### src/rtl/pc_stack_ctrl.sv
// Saves/restores the 16-bit program counter on the 6502 hardware stack.
// Optional sticky stack-wrap flag OVF is built only when PC_STACK_OVF_EN is defined.
module pc_stack_ctrl #(
    parameter logic [7:0] STACK_PAGE = 8'h01,
    parameter logic [7:0] SP_RESET   = 8'hFF
) (
    input  logic        CLK,
    input  logic        RN,
    input  logic        PUSH,
    input  logic        POP,
    input  logic [15:0] PC_IN,
    input  logic        SP_WR,
    input  logic [7:0]  SP_DI,
    input  logic        RDY,
    input  logic [7:0]  DI,
    output logic [15:0] ADDR,
    output logic [7:0]  DO,
    output logic        WE,
    output logic        RE,
    output logic [7:0]  LO,
    output logic [7:0]  HI,
    output logic        CI,
    output logic        WR,
    output logic [7:0]  SP,
    output logic        BUSY,
    output logic        OVF
);

    localparam logic [2:0] IDLE  = 3'd0;
    localparam logic [2:0] PSH_H = 3'd1;
    localparam logic [2:0] PSH_L = 3'd2;
    localparam logic [2:0] POP_L = 3'd3;
    localparam logic [2:0] POP_H = 3'd4;
    localparam logic [2:0] LOAD  = 3'd5;

    logic [2:0]  state;
    logic [7:0]  sp;
    logic [7:0]  sp_inc;
    logic [15:0] pc_lat;
    logic [7:0]  lo_q;
    logic [7:0]  hi_q;
    logic        in_push;
    logic        in_pop;

    assign sp_inc  = sp + 8'd1;
    assign in_push = (state == PSH_H) || (state == PSH_L);
    assign in_pop  = (state == POP_L) || (state == POP_H);

    // NOTE: sequential state uses non-blocking assignments so every register
    // samples pre-edge values, independent of statement order.
    always_ff @(posedge CLK or negedge RN) begin
        if (!RN) begin
            state  <= IDLE;
            sp     <= SP_RESET;
            pc_lat <= 16'h0000;
            lo_q   <= 8'h00;
            hi_q   <= 8'h00;
        end else begin
            case (state)
                IDLE: begin
                    if (SP_WR) begin
                        sp <= SP_DI;
                    end else if (PUSH) begin
                        pc_lat <= PC_IN;
                        state  <= PSH_H;
                    end else if (POP) begin
                        state <= POP_L;
                    end
                end
                PSH_H: if (RDY) begin
                    sp    <= sp - 8'd1;
                    state <= PSH_L;
                end
                PSH_L: if (RDY) begin
                    sp    <= sp - 8'd1;
                    state <= IDLE;
                end
                POP_L: if (RDY) begin
                    lo_q  <= DI;
                    sp    <= sp_inc;
                    state <= POP_H;
                end
                POP_H: if (RDY) begin
                    hi_q  <= DI;
                    sp    <= sp_inc;
                    state <= LOAD;
                end
                LOAD:    state <= IDLE;
                default: state <= IDLE;
            endcase
        end
    end

    // NOTE: every output is given a default before the case so no latch is inferred.
    always_comb begin
        ADDR = {STACK_PAGE, sp};
        DO   = 8'h00;
        WE   = 1'b0;
        RE   = 1'b0;
        case (state)
            PSH_H: begin
                WE = 1'b1;
                DO = pc_lat[15:8];
            end
            PSH_L: begin
                WE = 1'b1;
                DO = pc_lat[7:0];
            end
            POP_L, POP_H: begin
                RE   = 1'b1;
                ADDR = {STACK_PAGE, sp_inc};
            end
            default: ;
        endcase
    end

    assign WR   = (state == LOAD);
    assign BUSY = (state != IDLE);
    assign CI   = 1'b0;
    assign LO   = lo_q;
    assign HI   = hi_q;
    assign SP   = sp;

`ifdef PC_STACK_OVF_EN
    // Wrap is flagged only on accepted bus cycles that step SP across 00/FF.
    logic ovf_q;
    always_ff @(posedge CLK or negedge RN) begin
        if (!RN) begin
            ovf_q <= 1'b0;
        end else if (RDY && ((in_push && sp == 8'h00) || (in_pop && sp == 8'hFF))) begin
            ovf_q <= 1'b1;
        end
    end
    assign OVF = ovf_q;
`else
    logic unused_ovf;
    assign unused_ovf = in_push ^ in_pop;
    assign OVF        = 1'b0;
`endif

endmodule

### config.mk
export PLATFORM = sky130hd
export DESIGN_NAME = pc_stack_ctrl
export DESIGN_NICKNAME = d
export VERILOG_FILES = /design/src/rtl/pc_stack_ctrl.sv
export SDC_FILE = /design/constraint.sdc
export NUM_CORES = 1
export LEC_CHECK = 0
export ABC_AREA = 1
export CORE_MARGIN = 5
export CORE_UTILIZATION = 33
export DETAILED_ROUTE_END_ITERATION = 7
export HOLD_SLACK_MARGIN = 0.02
export PLACE_DENSITY = 0.64
export SLEW_MARGIN = 30
export SYNTH_ARGS = -nofsm -noshare
export SYNTH_HDL_FRONTEND = slang
export SYNTH_SLANG_ARGS = --single-unit
### constraint.sdc
create_clock -name CLK -period 4.1 [get_ports CLK]
set_input_delay 1.23 -clock CLK [delete_from_list [all_inputs] [get_ports CLK]]
set_output_delay 1.23 -clock CLK [all_outputs]
set_load 0.03 [all_outputs]
==> metrics.md, run 1 <==
| Metric | Value |
|---|---|
| Outcome | finished clean |
| Die area | between 0.009 and 0.01 mm2 |
| Routed length per instance | around 12 um |
| Dpl cells | between 400 and 500 |
| Max-slew violation count | 0 |
| Initial antenna violation count | 0 |
| Hpwl dp | ~4.6 mm |
| CP Class | register to output pin |
| Synth area leaders | dfrtp_1, nand2_1, dfstp_2 |
| Post-route cell area | ~0.0034 mm2 |
| Number of diodes | 0 |
| P_leak | around 1.6 nW |
| Final WL | between 5 and 6 mm |
| Die Width | between 90 and 100 um |
| Post-Syn Instances | about 310 |
| Slew at the pin closest to its max-slew limit | 622 ps |
| Total GRT Usage | roughly an eighth |
| Top cell type's share of synthesized area | roughly 36% |
| Arrival time at the worst endpoint | around 2400 ps |
| Simple-gate share of the synthesized area | between 20% and 30% |
| CTS max path bufs | 2 |
| DRC viols | 0 |
| Vias | ~2.2k |
| Max cap viols | 0 |
| Post-CTS Setup Inserts | 0 |
| IO Pins | just over 90 |
| Syn Area/Cell | approximately 8 um2 |
| Clock-pin slew on the worst setup and hold paths | roughly 90 ps |
| Post-Layout Cell Count | 485 |
| Largest family of logic cells by synthesized area | simple AND/OR/NAND/NOR gates |
| Critical Path Max Stage Delay | about 660 ps |
| RSZ-0062 raised after global routing | false |
| Vias in the first global route | approximately 2.2k |
| Most frequent cells after synthesis | nand2_1, o21ai_0, inv_1 |
| EDFF count, synth | 0 |
| First-pass DRT Iterations | 4 |
| FMAX | 0.277 GHz |
| Synth area leader | dfrtp_1 |
| XOR/XNOR Fraction of Synth Area | 0% |
| Gp weighted congestion | between 0.8 and 0.9 |
| #FFs+latches synth | 43 |
| Clock sinks | 43 |
| Vias per std cell | 4.54 |
| Worst hold slack | between 400 and 500 ps |
| Post-DP Area | ~0.0033 mm2 |
| Num rows | 31 |
| Storage cell area | around 0.0011 mm2 |
| Max_slew headroom | 58.4% |
| Post-synthesis mux area share | roughly 3.7% |
| Die Y | 96.4 um |
| Crit-path cells | nor2_4 -> nand2_1 -> nand2_4 -> ha_1 -> inv_1 -> clkdlybuf4s50_1 |
| Pwr/cell area | approximately 900 mW/mm2 |
| Setup Viol. Count Final | 0 |
| Initial drt markers | 56 |
| Area delta synth->final | 37.3% |
| Cell area after synthesis | between 0.002 and 0.0025 mm2 |
| Hold Buf Count CTS | 0 |
| Worst ir drop on vdd | 317 uV |
| Core footprint | between 0.007 and 0.008 mm2 |
| WP data required | 2870 ps |
| Final hold viol count | 0 |
| Yosys warning count | 0 |
| Synth Flop Type | dfrtp_1 |
| Routed Antenna Nets | 0 |
| # H-tree levels | 2 |
| Sequential element share of the synthesized area | 44.1% |
| Worst-path fanout max | 18 |
| Worst skew pair latency | 300 ps |
| Synth Area in Compound Gates | approximately 11% |
| Slowest CP cell | clkdlybuf4s50_1 |
| Critical Path Source Type | register |
| Share of post-route cells with drive strength above 1 | roughly 11% |
| Most frequent cell after synthesis | nand2_1 |
| Largest net degree at the start of global routing | 44 |
| Worst Clk Skew | 7.33 ps |
| Initial Utilization | ~34% |
| Ys async rst share | 100% |
| Tcrit/Tclk final | between 80% and 90% |
| Filler instances | roughly 740 |
| Synth unique cells | 26 |
| CP Capture Type | output pin |
| Post-CTS Resized | 0 |
| CTS tree | yes |
| Fin crit period | around 3600 ps |
| Port bufs | a little over 80 |
| CTS buffer count | 5 |
| Setup TNS | 0 ps |
| Worst Hold Class | register to register |
| First-pass GRT wire length | between 9 and 10 mm |
| Clock Tree Root | clkbuf_8 |
| Number of nets in the layout | approximately 430 |
| Grt total ovfl | 0 |
| Post-Synth Adder-Cell Area | under 10% |
| Multi-input combinational cell area | 0.00113 mm2 |
-- power by group --
group          internal (mW)  switching, mW
sequential             0.655          0.173
clock                  0.119          0.152
combinational          0.750           1.20
-- metal layers --
metal  global-route usage (%)  part of all wire (%)  vias up
met5                        0                     0        -
met4                     3.04                  0.52        0
met3                     3.41                   7.6        4
met2                     21.9                    47       69
met1                     16.4                    45     1009
li1                         -                     -     1121
-- path summary, 6_finish.rpt --
| path | from | end | slack (ps) | cells past startpoint |
|---|---|---|---|---|
| worst max-delay path | state[0] | ADDR[0] | 490 | 6 |
| worst min-delay path | LO[3] | LO[3] | 490 | 2 |
| worst max register to register | state[0] | SP[7] | 2050 | 9 |
| worst min register to register | LO[3] | LO[3] | 490 | 2 |
| max in group asynchronous | RN | SP[7] | 2810 | 1 |
| min in group asynchronous | RN | state[2] | 920 | 1 |
-- cell usage in the layout (no fill, tap or decap), types with 2 or more instances in the layout --
master / n
nor2_8: 3
nand3_1: 33
nand2_4: 2
o21ai_0: 39
clkinvlp_4: 2
nand2_2: 3
nand3_2: 3
clkbuf_8: 5
dfrtp_1: 35
conb_1: 10
inv_1: 37
nor2_1: 19
nand2_1: 72
clkdlybuf4s50_1: 80
dfstp_2: 8
mux2_2: 7
nor2_4: 2
ha_1: 3
a21oi_1: 10
o21ai_2: 4
nand4_1: 2
nor3_1: 2
-- cells by family after synthesis --
group                      after synthesis
DFF                                     43
AOI/OAI and AO/OA                       53
muxes                                    8
and+or+nand+nor                        142
other                                    2
adders and majority gates                3
buffers and inverters                   57
-- flip-flops by register name, summed over array words and instances, names as in the netlist --
| signal | cells |
|---|---|
| HI | 8 |
| LO | 8 |
| SP | 8 |
| pc_lat | 16 |
| state | 3 |
-- critical path, delay by kind of cell, from the launching register on --
family	cells	cell delay, ps
buffers and inverters	2	710
flip-flops	1	560
AND/OR/NAND/NOR	3	540
adder cells (fa/ha/maj)	1	280
-- final cells by class --
class | count | area share, %
multi-input cells | 216 | 33.5
clock inverters | 3 | 0.591
repair buffers | 81 | 23.9
clock buffers | 5 | 2.03
well taps | 99 | 3.66
inverters | 38 | 4.21
flip-flops and latches | 43 | 32.1
-- per-stage QoR --
| stage | util (%) | total power [mW] | setup slack (ps) |
|---|---|---|---|
| after floorplan | - | 2.14 | 1220 |
| after global placement | 45.4 | 2.79 | 835 |
| after detailed placement | 45.4 | 2.81 | 802 |
| after CTS | 46.6 | 3.09 | 468 |
| after global routing | 46.7 | 3.29 | 358 |
| final | 46.7 | 3.05 | 485 |
Note: power is estimated with default switching activity, not from simulation.
==> run 2, diff against run 1 <==
--- a/config.mk
+++ b/config.mk
@@ -7,10 +7,10 @@
 export LEC_CHECK = 0
 export ABC_AREA = 1
 export CORE_MARGIN = 5
-export CORE_UTILIZATION = 33
+export CORE_UTILIZATION = 48
 export DETAILED_ROUTE_END_ITERATION = 7
 export HOLD_SLACK_MARGIN = 0.02
-export PLACE_DENSITY = 0.64
+export PLACE_DENSITY = 0.87
 export SLEW_MARGIN = 30
 export SYNTH_ARGS = -nofsm -noshare
 export SYNTH_HDL_FRONTEND = slang
==> run 2 against run 1 <==
Effect of this change:
- wire length down 4.6%
- utilization grew 20 points
- setup slack better by 8.6 ps
- non-clock buffer count unchanged
- critical endpoint unchanged
- die area fell by 28%
- worst hold slack lost 1.1 ps
- maximum frequency up 0.24%
- critical path type unchanged
- power increased by 0.67%
- cell area shrank 0.74%
==> metrics.md, run 2 (synthesis gave the netlist of run 1 again) <==
| Metric | Value |
|---|---|
| Outcome | finished clean |
| Number of diodes | 0 (unchanged) |
| Vias per std cell | 4.84 (+6.5%) |
| Die area | 0.00667 mm2 (-28%) |
| Max cap viols | 0 (unchanged) |
| Die Y | 81.7 um (-15%) |
| P_leak | 1.58 nW (+0.72%) |
| Max_slew headroom | 58.1% (-0.29 points) |
| # H-tree levels | 2 (unchanged) |
| WP data required | 2870 ps (about the same) |
| Reg2Reg Depth | 9 (unchanged) |
| Reg-to-reg endpoint | SP[6] |
| Source of the critical timing path | state[0] |
| Worst setup margin | 494 ps (+8.58 ps) |
| RSZ-0062 raised after global routing | false |
| Max-slew violation count | 0 (unchanged) |
| Tcrit/Tclk final | 88.0% (-0.21 points) |
| Routed length per instance | 12.5 um (+1.5%) |
| Critical Path Max Stage Delay | 660 ps (about the same) |
| Filler instances | 418 (-44%) |
| Final hold viol count | 0 (unchanged) |
| Largest net degree at the start of global routing | 44 (unchanged) |
| Post-CTS Resized | 0 (unchanged) |
| Port bufs | 81 (unchanged) |
| Initial antenna violation count | 0 (unchanged) |
| Worst Clk Skew | 7.22 ps (-0.107 ps) |
| Setup Viol. Count Final | 0 (unchanged) |
| Area delta synth->final | 36.3% |
| Vias in the first global route | 2167 (-0.91%) |
| Die Width | 81.7 um (-15%) |
| CTS buffer count | 5 (unchanged) |
| Hold Buf Count CTS | 0 (unchanged) |
| CP Capture Type | output pin |
| DRC viols | 0 (unchanged) |
| Worst-path fanout max | 18 (unchanged) |
| CTS max path bufs | 2 (unchanged) |
| Routed Antenna Nets | 0 (unchanged) |
| Pwr/cell area | 915 mW/mm2 (+1.4%) |
| Vias | 2206 (+0.14%) |
| Crit-path cells | nor2_4 -> nand2_1 -> nand2_4 -> ha_1 -> inv_1 -> clkdlybuf4s50_1 |
| Number of nets in the layout | 426 (unchanged) |
| CP Buf/Inv Count | 2 (unchanged) |
| Num rows | 26 (-16%) |
| First-pass GRT wire length | 9.50 mm (-1.8%) |
| Post-CTS Setup Inserts | 0 (unchanged) |
| Initial drt markers | 76 (+36%) |
| Hpwl dp | 4.40 mm (-3.9%) |
| Worst skew pair latency | 280 ps (-20 ps) |
| Clock-pin slew on the worst setup and hold paths | 80 ps (about the same) |
| Crit path depth | 6 (unchanged) |
| Gp weighted congestion | 0.804 (-8.2%) |
| Critical Path Source Type | register |
| FMAX | 0.277 GHz (+0.24%) |
| Share of post-route cells with drive strength above 1 | 10.9% (-0.26 points) |
| Fin crit period | 3610 ps (-8.58 ps) |
| Initial Utilization | 48.9% (+15 points) |
| Family with the most delay on the worst path | buffers and inverters |
| RR Startpoint | state[0] |
| First-pass DRT Iterations | 4 (unchanged) |
| CP Class | register to output pin |
| Post-DP Area | 0.00326 mm2 (-1.1%) |
| Total GRT Usage | 18.0% (+5.1 points) |
| Post-Layout Cell Count | 456 (-6.0%) |
| CTS tree | yes |
| Dpl cells | 448 (-6.1%) |
| Clock sinks | 43 (unchanged) |
| Most frequent cells in the layout | clkdlybuf4s50_1, nand2_1, o21ai_0, inv_1, dfrtp_1 |
| Place WS | 814 ps (+12.6 ps) |
| Setup crit end | ADDR[0] |
| Setup TNS | 0 ps (unchanged) |
| Commonest non-fill, non-tap cell in the layout | clkdlybuf4s50_1 |
| Arrival time at the worst endpoint | 2380 ps (about the same) |
| Worst Hold Class | register to register |
| Max FFs per register | 16 (unchanged) |
| Worst ir drop on vdd | 501 uV (+58%) |
| IO Pins | 92 (unchanged) |
| Reg2reg setup slack | 2050 ps (about the same) |
| Biggest register | pc_lat |
| Slowest CP cell | clkdlybuf4s50_1 |
| Core footprint | 0.00504 mm2 (-30%) |
| Grt total ovfl | 0 (unchanged) |
| Final WL | 5.72 mm (-4.6%) |
| Clock Tree Root | clkbuf_8 |
| Post-route cell area | 0.00336 mm2 (-0.74%) |
| Slew at the pin closest to its max-slew limit | 627 ps (+4.31 ps) |
## run 2: worst reg2reg max path, stage by stage (launching register included)
cell and delay [ps]:
dfrtp_1 640, inv_1 190, nand3_2 220, nand2_4 160, nor2_8 230, nor2_8 60, nor2_8 220, inv_1 130
nand2_1 70, nand2_1 50
## run 2: layer usage
metal	GRT usage [%]	up-vias	wire length (um)
met1	23.2	1007	2530
met2	30.5	77	2690
li1	-	1120	-
met5	0	-	0
met4	3.49	0	17
met3	4.93	2	483
## run 2: metrics by stage
| step | hold slack (ps) | utilization [%] | power [mW] |
|---|---|---|---|
| 3_3_place_gp | 465 | 64.6 | 2.76 |
| 4_1_cts | 491 | 66.6 | 3.10 |
| 5_1_grt | 525 | 66.6 | 3.31 |
| 2_1_floorplan | 465 | - | 2.14 |
| 3_5_place_dp | 473 | 64.6 | 2.80 |
| 6_report | 487 | 66.6 | 3.07 |
## run 2: worst min path at each step
stage / from / endpoint / slack [ps] / cells past startpoint
after floorplan: pc_lat[14] / pc_lat[14] / 460 / 1
after global placement: LO[5] / LO[5] / 470 / 2
after CTS: LO[3] / LO[3] / 490 / 2
after detailed placement: LO[3] / LO[3] / 470 / 2
final: LO[3] / LO[3] / 490 / 2
after global routing: HI[0] / HI[0] / 530 / 2
## run 2: area by class of cell
cell class	count	area [um2]	share of cell area [%]
multi-input combinational	216	1130	33.8
timing repair buffer	81	808	24.1
sequential	43	1090	32.3
inverter	38	143	4.25
tap	70	87.6	2.61
clock buffer	8	100	2.98
## run 2: power by group
| group | switching (mW) | total (mW) | internal (mW) | leakage, nW |
|---|---|---|---|---|
| sequential | 0.173 | 0.828 | 0.655 | 0.505 |
| clock | 0.132 | 0.286 | 0.154 | 0.0515 |
| combinational | 1.21 | 1.96 | 0.751 | 1.02 |
| total | 1.51 | 3.07 | 1.56 | 1.58 |
==> run 3, diff against run 2 <==
--- a/config.mk
+++ b/config.mk
@@ -6,11 +6,12 @@
 export NUM_CORES = 1
 export LEC_CHECK = 0
 export ABC_AREA = 1
-export CORE_MARGIN = 5
-export CORE_UTILIZATION = 48
+export CORE_MARGIN = 2
+export CORE_UTILIZATION = 25
+export CTS_CLUSTER_DIAMETER = 60
 export DETAILED_ROUTE_END_ITERATION = 7
 export HOLD_SLACK_MARGIN = 0.02
-export PLACE_DENSITY = 0.87
+export PLACE_DENSITY = 0.51
 export SLEW_MARGIN = 30
 export SYNTH_ARGS = -nofsm -noshare
 export SYNTH_HDL_FRONTEND = slang
==> run 3 against run 2 <==
Effect of this change:
- final cell count rose by 14%
- critical path type unchanged
- largest cell class unchanged
- setup slack worse by 16 ps
- cell area is 2.5% higher
- sequential power rose by 0.5%
- critical path depth unchanged
- non-clock buffer count unchanged
- highest routed layer unchanged
- utilization is 31 points lower
- die area up 60%
- power grew 1.6%
- register-to-register slack lost 40 ps
==> metrics.md, run 3 (synthesis gave the netlist of run 1 again) <==
| Metric | Value |
|---|---|
| Internal power | 1.58 mW (+1.5%) |
| Total GRT Usage | 11.9% (-6.1 points) |
| Setup TNS | 0 ps (unchanged) |
| Crit path depth | 6 (unchanged) |
| Area delta synth->final | 39.7% |
| Pwr/cell area | 906 mW/mm2 (-0.96%) |
| Crit-path cells | nor2_4 -> nand2_1 -> nand2_4 -> ha_1 -> inv_1 -> clkdlybuf4s50_1 |
| Reg2Reg Depth | 9 (unchanged) |
| Family with the most delay on the worst path | buffers and inverters |
| Vias per std cell | 4.30 (-11%) |
| Routed Antenna Nets | 0 (unchanged) |
| Worst Hold Class | register to register |
| Num rows | 36 (+38%) |
| Fin crit period | 3620 ps (+16.0 ps) |
| Setup crit end | ADDR[0] |
| Post-CTS Setup Inserts | 0 (unchanged) |
| Source of the critical timing path | state[0] |
| Routing usage on met1 | 16.1% (-7.1 points) |
| Power share of the clock group | 10.5% (+1.2 points) |
| Grt total ovfl | 0 (unchanged) |
| CP Class | register to output pin |
| Hpwl dp | 4.54 mm (+3.1%) |
| CP Buf/Inv Count | 2 (unchanged) |
| P_leak | 1.58 nW (about the same) |
| Arrival time at the worst endpoint | 2390 ps (about the same) |
| Die Width | 103 um (+26%) |
| Setup Viol. Count Final | 0 (unchanged) |
| Gr busiest metal | met2 |
| Critical Path Max Stage Delay | 660 ps (about the same) |
| WP data required | 2870 ps (about the same) |
| Worst ir drop on vdd | 357 uV (-29%) |
| Core footprint | 0.00968 mm2 (+92%) |
| Outcome | finished clean |
| Share of post-route cells with drive strength above 1 | 10.9% (+0.028 points) |
| Die Y | 103 um (+26%) |
| Port bufs | 81 (unchanged) |
| Post-DP Area | 0.00334 mm2 (+2.5%) |
| Max cap viols | 0 (unchanged) |
| Hold Buf Count CTS | 0 (unchanged) |
| Worst skew pair latency | 290 ps (about the same) |
| Final hold viol count | 0 (unchanged) |
| Comb pwr share | 62.9% (-0.9 points) |
| Clock sinks | 43 (unchanged) |
| Gp weighted congestion | 0.824 (+2.4%) |
| DRC viols | 0 (unchanged) |
| First-pass GRT wire length | 10.1 mm (+5.8%) |
| Number of diodes | 0 (unchanged) |
| Met3 usage | 3.76% (-1.2 points) |
| Slew at the pin closest to its max-slew limit | 630 ps (+2.90 ps) |
| Max FFs per register | 16 (unchanged) |
| RSZ-0062 raised after global routing | false |
| Reg-to-reg endpoint | SP[0] |
| Most frequent cells in the layout | clkdlybuf4s50_1, nand2_1, o21ai_0, inv_1, dfrtp_1 |
| P_sw | 1.54 mW (+1.6%) |
| CTS max path bufs | 2 (unchanged) |
| Biggest register | pc_lat |
| Initial drt markers | 74 (-2.6%) |
| Post-CTS Resized | 0 (unchanged) |
| Initial antenna violation count | 0 (unchanged) |
| Vias in the first global route | 2105 (-2.9%) |
| RR Startpoint | state[0] |
| Final WL | 6.20 mm (+8.4%) |
| Worst Clk Skew | 7.03 ps (-0.194 ps) |
| Clock Tree Root | clkbuf_8 |
| Sw Share | 49.3% (about the same) |
| IO Pins | 92 (unchanged) |
| CTS tree | yes |
| FMAX | 0.276 GHz (-0.44%) |
| Clock-pin slew on the worst setup and hold paths | 80 ps (about the same) |
| Number of nets in the layout | 426 (unchanged) |
| First-pass DRT Iterations | 4 (unchanged) |
| Max_slew headroom | 57.9% (-0.19 points) |
| Max-slew violation count | 0 (unchanged) |
| Post-route cell area | 0.00344 mm2 (+2.5%) |
| Die area | 0.0107 mm2 (+60%) |
| Tcrit/Tclk final | 88.4% (+0.39 points) |
| Commonest non-fill, non-tap cell in the layout | clkdlybuf4s50_1 |
| Slowest CP cell | clkdlybuf4s50_1 |
| CTS buffer count | 5 (unchanged) |
| Worst-path fanout max | 18 (unchanged) |
| Initial Utilization | 25.5% (-23 points) |
| CP Capture Type | output pin |
| # H-tree levels | 2 (unchanged) |
| Vias | 2225 (+0.86%) |
| Sequential Power Share | 26.7% (-0.2 points) |
| Routing usage on met2 | 18.8% (-12 points) |
| Reg2reg setup slack | 2010 ps (-40 ps) |
| Critical Path Source Type | register |
| Largest net degree at the start of global routing | 44 (unchanged) |
| Routed length per instance | 12.0 um (-4.6%) |
run 3: changes by cell type in the layout (fill, tap and decap cells not counted), sizes merged:
cell	previous run	this run
clkbuf	8	5
bufinv	0	1
clkinvlp	0	1
run 3: routing by layer:
metal / routed length (um) / vias to the layer above
li1: - / 1125
met1: 2950 / 1010
met2: 2710 / 86
met3: 523 / 4
met4: 19 / 0
met5: 0 / -
run 3: worst min-delay path by stage:
stage | start | endpoint | cells past startpoint
detailed placement | HI[5] | HI[5] | 2
floorplan | pc_lat[14] | pc_lat[14] | 1
global route | LO[2] | LO[2] | 2
global placement | HI[4] | HI[4] | 2
finish | HI[4] | HI[4] | 2
CTS | HI[5] | HI[5] | 2
run 3: area by class of cell:
type                       count  area [um2]
timing repair buffer          81         808
multi-input combinational    216        1130
clock buffer                   5        68.8
fill                        1057        6240
sequential                    43        1090
clock inverter                 2        37.5
tap                          133         166
inverter                      38         143
run 3: worst min-delay path, stage by stage, from the launching register on:
cell     delay (ps)
dfrtp_1         350
nand2_1          50
o21ai_0          60
run 3: power by group through the flow:
stage | clock network (mW) | logic [mW] | registers (mW)
floorplan | 0 | 1.15 | 0.995
global placement | 0 | 1.97 | 0.836
detailed placement | 0 | 1.98 | 0.837
CTS | 0.341 | 1.99 | 0.832
global route | 0.356 | 2.15 | 0.868
finish | 0.327 | 1.96 | 0.832
run 3: metrics by stage:
step | total power, mW | utilization [%] | hold slack, ps | instances | setup WS [ps]
after floorplan | 2.14 | - | 465 | 316 | 1220
after global placement | 2.81 | 34.4 | 470 | 511 | 799
after detailed placement | 2.82 | 34.5 | 476 | 511 | 782
after CTS | 3.16 | 35.6 | 496 | 518 | 449
after global routing | 3.37 | 35.6 | 516 | 518 | 364
final | 3.12 | 35.6 | 489 | 518 | 478
